===== config.mk =====
export PLATFORM = sky130hd
export DESIGN_NAME = axi_wresp_ch
export DESIGN_NICKNAME = d
export VERILOG_FILES = /design/src/rtl/axi_wresp_ch.sv
export SDC_FILE = /design/constraint.sdc
export NUM_CORES = 1
export LEC_CHECK = 0
export BUFFER_PORTS_ARGS = -buffer_cell sky130_fd_sc_hd__buf_2
export CORE_MARGIN = 2
export CORE_UTILIZATION = 46
export DETAILED_ROUTE_END_ITERATION = 7
export PLACE_DENSITY = 0.64
export SETUP_SLACK_MARGIN = 0.3
export SKIP_LAST_GASP = 1
export SYNTH_ARGS = -nofsm -noshare
export SYNTH_HDL_FRONTEND = slang
export SYNTH_SLANG_ARGS = --single-unit

===== constraint.sdc =====
create_clock -name clk -period 4.3 [get_ports clk]
set_input_delay 0.43 -clock clk [delete_from_list [all_inputs] [get_ports clk]]
set_output_delay 0.43 -clock clk [all_outputs]
set_load 0.01 [all_outputs]

===== src/rtl/axi_wresp_ch.sv =====
// AXI write-response channel: in-order ID/fault FIFO, completed-burst counter and B-response FSM.
// Optional downstream BID check is enabled by defining WRESP_ID_CHECK_EN.
module axi_wresp_ch #(
    parameter int ID_WIDTH       = 4,
    parameter int OUTSTANDING    = 8,
    parameter int LAST_CNT_WIDTH = 4
) (
    input  logic                           clk,
    input  logic                           reset_,
    input  logic [ID_WIDTH-1:0]            in_awid,
    input  logic                           in_awfault,
    input  logic                           in_awpush,
    output logic                           out_awfull,
    input  logic                           in_wlast_done,
    input  logic [ID_WIDTH-1:0]            in_mbid,
    input  logic [1:0]                     in_mbresp,
    input  logic                           in_mbvalid,
    output logic                           out_mbready,
    output logic [ID_WIDTH-1:0]            out_sbid,
    output logic [1:0]                     out_sbresp,
    output logic                           out_sbvalid,
    input  logic                           in_sbready,
    output logic [$clog2(OUTSTANDING):0]   out_pending,
    output logic                           out_id_err
);
    localparam int PTR_W = $clog2(OUTSTANDING);
    localparam int CNT_W = PTR_W + 1;
    localparam logic [LAST_CNT_WIDTH-1:0] WCNT_MAX = {LAST_CNT_WIDTH{1'b1}};

    typedef enum logic [1:0] {IDLE, WAIT_LAST, WAIT_B, SEND} state_t;

    state_t                    state;
    logic [ID_WIDTH-1:0]       id_mem [OUTSTANDING];
    logic                      fault_mem [OUTSTANDING];
    logic [PTR_W-1:0]          wr_ptr;
    logic [PTR_W-1:0]          rd_ptr;
    logic [CNT_W-1:0]          pend_nxt;
    logic [LAST_CNT_WIDTH-1:0] wcnt;
    logic                      push;
    logic                      pop;
    logic                      consume;
    logic [ID_WIDTH-1:0]       head_id;
    logic                      head_fault;

    assign push       = in_awpush & ~out_awfull;
    assign pop        = (state == SEND) & in_sbready;
    assign consume    = (state == WAIT_LAST) & (wcnt != '0);
    assign head_id    = id_mem[rd_ptr];
    assign head_fault = fault_mem[rd_ptr];
    assign pend_nxt   = out_pending + CNT_W'(push) - CNT_W'(pop);

    // Storage needs no reset: entries are only read once counted in out_pending.
    always_ff @(posedge clk) begin
        if (push) begin
            id_mem[wr_ptr]    <= in_awid;
            fault_mem[wr_ptr] <= in_awfault;
        end
    end

    always_ff @(posedge clk or negedge reset_) begin
        if (!reset_) begin
            wr_ptr      <= '0;
            rd_ptr      <= '0;
            out_pending <= '0;
            out_awfull  <= 1'b0;
        end else begin
            if (push) wr_ptr <= wr_ptr + PTR_W'(1);
            if (pop)  rd_ptr <= rd_ptr + PTR_W'(1);
            out_pending <= pend_nxt;
            out_awfull  <= (pend_nxt == CNT_W'(OUTSTANDING));
        end
    end

    // Increment saturates at the maximum; a simultaneous increment and consume cancel.
    always_ff @(posedge clk or negedge reset_) begin
        if (!reset_) begin
            wcnt <= '0;
        end else if (in_wlast_done && !consume && wcnt != WCNT_MAX) begin
            wcnt <= wcnt + LAST_CNT_WIDTH'(1);
        end else if (consume && !in_wlast_done) begin
            wcnt <= wcnt - LAST_CNT_WIDTH'(1);
        end
    end

    always_ff @(posedge clk or negedge reset_) begin
        if (!reset_) begin
            state       <= IDLE;
            out_sbid    <= '0;
            out_sbresp  <= 2'b00;
            out_sbvalid <= 1'b0;
            out_mbready <= 1'b0;
`ifdef WRESP_ID_CHECK_EN
            out_id_err  <= 1'b0;
`endif
        end else begin
            case (state)
                IDLE: begin
                    if (out_pending != '0) state <= WAIT_LAST;
                end
                WAIT_LAST: begin
                    if (consume) begin
                        if (head_fault) begin
                            out_sbid    <= head_id;
                            out_sbresp  <= 2'b10;
                            out_sbvalid <= 1'b1;
                            state       <= SEND;
                        end else begin
                            out_mbready <= 1'b1;
                            state       <= WAIT_B;
                        end
                    end
                end
                WAIT_B: begin
                    if (in_mbvalid) begin
                        out_sbid    <= head_id;
                        out_sbresp  <= in_mbresp;
`ifdef WRESP_ID_CHECK_EN
                        if (in_mbid != head_id) begin
                            out_sbresp <= 2'b10;
                            out_id_err <= 1'b1;
                        end
`endif
                        out_mbready <= 1'b0;
                        out_sbvalid <= 1'b1;
                        state       <= SEND;
                    end
                end
                SEND: begin
                    if (in_sbready) begin
                        out_sbvalid <= 1'b0;
                        state       <= IDLE;
                    end
                end
                default: state <= IDLE;
            endcase
        end
    end

`ifndef WRESP_ID_CHECK_EN
    logic unused_mbid;
    assign unused_mbid = ^in_mbid;
    assign out_id_err  = 1'b0;
`endif

endmodule


==> run_results.csv <==
group,metric,value,unit
finish,fillCellCount,514,
sta,rsz0062_at_grt,"false",
floorplanning,start_util,47.28,%
clock_network,clk_pin_slew,0.07,ns
clock_network,htree_levels,3,
power,p_leak,0.001335,uW
sta,slew_headroom,28.35,%
job,cap_violations,0,
setup_path,cp_slowest_stage_delay,0.50,ns
setup_path,critPathKind,"reg2reg",
power,swShare,33.71,%
yosys,synth_top_cell_area_share,40.47,%
yosys,postSynthCellCount,186,
yosys,synth_fp_nets,219,
floorplanning,die_area,7111,sq um
clock_network,post_cts_buffers,0,
global_route,grt_antenna_before_repair,0,
finish,fin_util,53.38,%
finish,layout_commonest_cell,"edfxtp_1",
yosys,ys_ff_latch,65,
clock_network,holdBufCountCts,0,
yosys,ys_top_cells_by_area,"edfxtp_1 (40%), dfrtp_1 (21%), mux4_2 (7.6%)",
power,clkPwrFrac,21.3,%
finish,antennaDiodeCount,0,
floorplanning,num_rows,29,
power,comb_power_share,38.8,%
finish,syn_to_final_growth,12.90,%
setup_path,cp.arrival,2.99,ns
drt,route.met3.wl,164,um
clock_network,cts_tree,"built",
drt,vias,1569,
sta,fin_hold_ws,0.07736,ns
yosys,syn_area_per_cell,15.96,sq um
finish,drive_above_1_share,28.83,%
power,seq_power_share,39.9,%
setup_path,worstPathCellList,"inv_1, ha_1, inv_1, o2111ai_1, ha_1, a21o_1, a21oi_1, mux2i_1, xor2_1",
power,p_per_area,767.1,nW/um^2
drt,top_layer_used,"met4",
drt,ant_nets,0,
outcome,outcome,"completed",
yosys,synth-compound-area-share,4.595,%
power,power.internal,1704,uW
drt,via_per_inst,5.247,
drt,first_pass_iters,4,
finish,final_cell_mix,"edfxtp_1 (40), buf_2 (25), dfrtp_1 (25)",
setup_path,slowest_stage,"o2111ai_1",
yosys,synth_top_family_by_area,"multiplexers",
yosys,yosysWarnings,0,
sta,min_period,2.727,ns
floorplanning,core_area,6277,sq um
floorplanning,die-width,84.33,um
clock_network,post_cts_resized,0,
placement,place_hpwl,3.328,mm
sta,hold_viol_final,0,
power,max-vdd-ir-drop,0.0003630,V
setup_path,crit_family,"compound AO/OA/AOI/OAI gates",
global_route,grt_pass1_vias,1705,
finish,nets,250,
setup_path,critPathMaxFanout,7,
yosys,yosys.area_share.simple,5.523,%
placement,portBuffers,25,
yosys,synthXorXnorAreaFrac,2.656,%
setup_path,start_kind,"flip-flop",
global_route,grt_usage,15.63,%
drt,wl_met2,2.295,mm
yosys,yosysSeqAreaShare,61.55,%
yosys,yosysUniqueCellTypes,39,
setup_path,cp_num_buf_inv,2,
sta,finalSetupViolCount,0,
yosys,syn_area,2968,sq um
global_route,grt.overflow.total,0,
finish,fin_cells,299,
drt,drt_iter0_markers,80,
sta,worstMarginPinSlew,1.067,ns
sta,timing.final.crit_share,63.42,%
drt,routedWlPerCell,16.22,um
sta,fin_worst_skew,0.007420,ns
clock_network,clock-sinks,65,
clock_network,cts_buffers,9,
power,switchingPower,866.6,uW
floorplanning,io_pins,31,
floorplanning,die-height,84.33,um
sta,fin_tns_setup,0,ns
setup_path,worstPathRequired,4.56,ns
setup_path,regToRegEndpoint,"wcnt[3]",
clock_network,clk_latency,0.34,ns
setup_path,worstSetupEndpointType,"flip-flop",
sta,finalMaxSlewViolations,0,
min_path,min_path_type,"in2async",
sta,fmax,366.7,MHz
finish,finalInstanceArea,3351,sq um
global_route,grt_pass1_wl,8.314,mm
clock_network,cts-root-buf,"clkbuf_8",
yosys,synthMuxAreaShare,14.88,%
placement,gp_congestion,0.8063,
placement,placed_cell_area,3141,sq um
yosys,netlist.top_cell.by_area,"edfxtp_1",
drt,met1_length,2.263,mm
yosys,synthAdderAreaFrac,7.251,%
setup_path,r2r-start,"state[1]",
global_route,grt_max_degree,26,
placement,place_inst,283,
drt,drc,0,
drt,routed_wl,4.851,mm
setup_path,ff2ff_setup_slack,1.57,ns
setup_path,rr_worst_depth,9,
clock_network,cts_max_path_buffers,2,
==> metrics by stage <==
| step | total power [uW] | setup WS [ns] |
|---|---|---|
| after floorplan | 1824 | 1.945 |
| final | 2570 | 1.573 |
| after CTS | 2606 | 1.584 |
| after global routing | 2762 | 1.359 |
| after detailed placement | 2048 | 1.604 |
| after global placement | 2021 | 1.653 |
==> metal layers <==
metal	vias to the layer above	track usage, %
li1	754	-
met1	776	20.70
met2	29	24.10
met3	10	3.048
met4	0	9.238
met5	-	0
==> cells by family (layout without fill, tap and decap cells) <==
| group | count (synthesis) | in the layout |
|---|---|---|
| AO/OA/AOI/OAI | 16 | 16 |
| XOR/XNOR | 9 | 9 |
| adder cells (fa/ha/maj) | 16 | 16 |
| buffers and inverters | 19 | 55 |
| flip-flops | 65 | 65 |
| multiplexers | 27 | 27 |
| other | 1 | 1 |
| AND/OR/NAND/NOR | 33 | 33 |
==> cell usage after synthesis (all sizes together) <==
| library cell | count |
|---|---|
| or2b | 1 |
| o21ai | 3 |
| xnor2 | 5 |
| nor4b | 1 |
| a2111o | 1 |
| edfxtp | 40 |
| a21oi | 3 |
| o2bb2ai | 1 |
| a2111oi | 1 |
| nand2b | 3 |
| fa | 2 |
| nor2 | 8 |
| mux4 | 10 |
| dfrtp | 25 |
| nor4 | 1 |
| inv | 14 |
| nor3 | 4 |
| and2 | 1 |
| mux2 | 12 |
| a211oi | 1 |
| o2111ai | 1 |
| a21o | 3 |
| conb | 1 |
| nand3 | 1 |
| nor2b | 2 |
| nand2 | 8 |
| o41a | 1 |
| nand4 | 1 |
| or3 | 2 |
| o41ai | 1 |
| xor2 | 4 |
| mux2i | 5 |
| ha | 14 |
| clkbuf | 2 |
| buf | 3 |
==> sequential cells by signal (all words and copies together) (netlist names) <==
signal       flops
out_pending      4
out_awfull       1
out_sbresp       2
wcnt             4
out_mbready      1
out_sbvalid      1
id_mem          32
fault_mem        8
state            2
wr_ptr           3
out_sbid         4
rd_ptr           3
==> area by class of cell <==
class | count | area, sq um | area share, %
clock buffers | 10 | 127.6 | 3.809
clock inverters | 6 | 82.58 | 2.465
inverters | 14 | 52.55 | 1.568
multi-input cells | 102 | 1040 | 31.03
flip-flops and latches | 65 | 1827 | 54.52
well taps | 77 | 96.34 | 2.875
repair buffers | 25 | 125.1 | 3.734
==> power groups by stage <==
stage / clock network [uW] / logic, uW / registers, uW
6_report: 547 / 997 / 1030
5_1_grt: 590 / 1110 / 1060
4_1_cts: 563 / 1010 / 1030
3_5_place_dp: 0 / 1000 / 1040
3_3_place_gp: 0 / 985 / 1040
2_1_floorplan: 0 / 838 / 986
==> how the worst max path moves through the flow <==
stage | from | endpoint | slack, ns | cells after the start
5_1_grt | state[1] | wcnt[3] | 1.36 | 9
2_1_floorplan | state[1] | wcnt[3] | 1.95 | 10
4_1_cts | state[1] | wcnt[3] | 1.58 | 9
3_3_place_gp | state[1] | wcnt[3] | 1.65 | 9
6_report | state[1] | wcnt[3] | 1.57 | 9
3_5_place_dp | state[1] | wcnt[3] | 1.60 | 9
No activity file was read; power rests on OpenSTA's default activity.
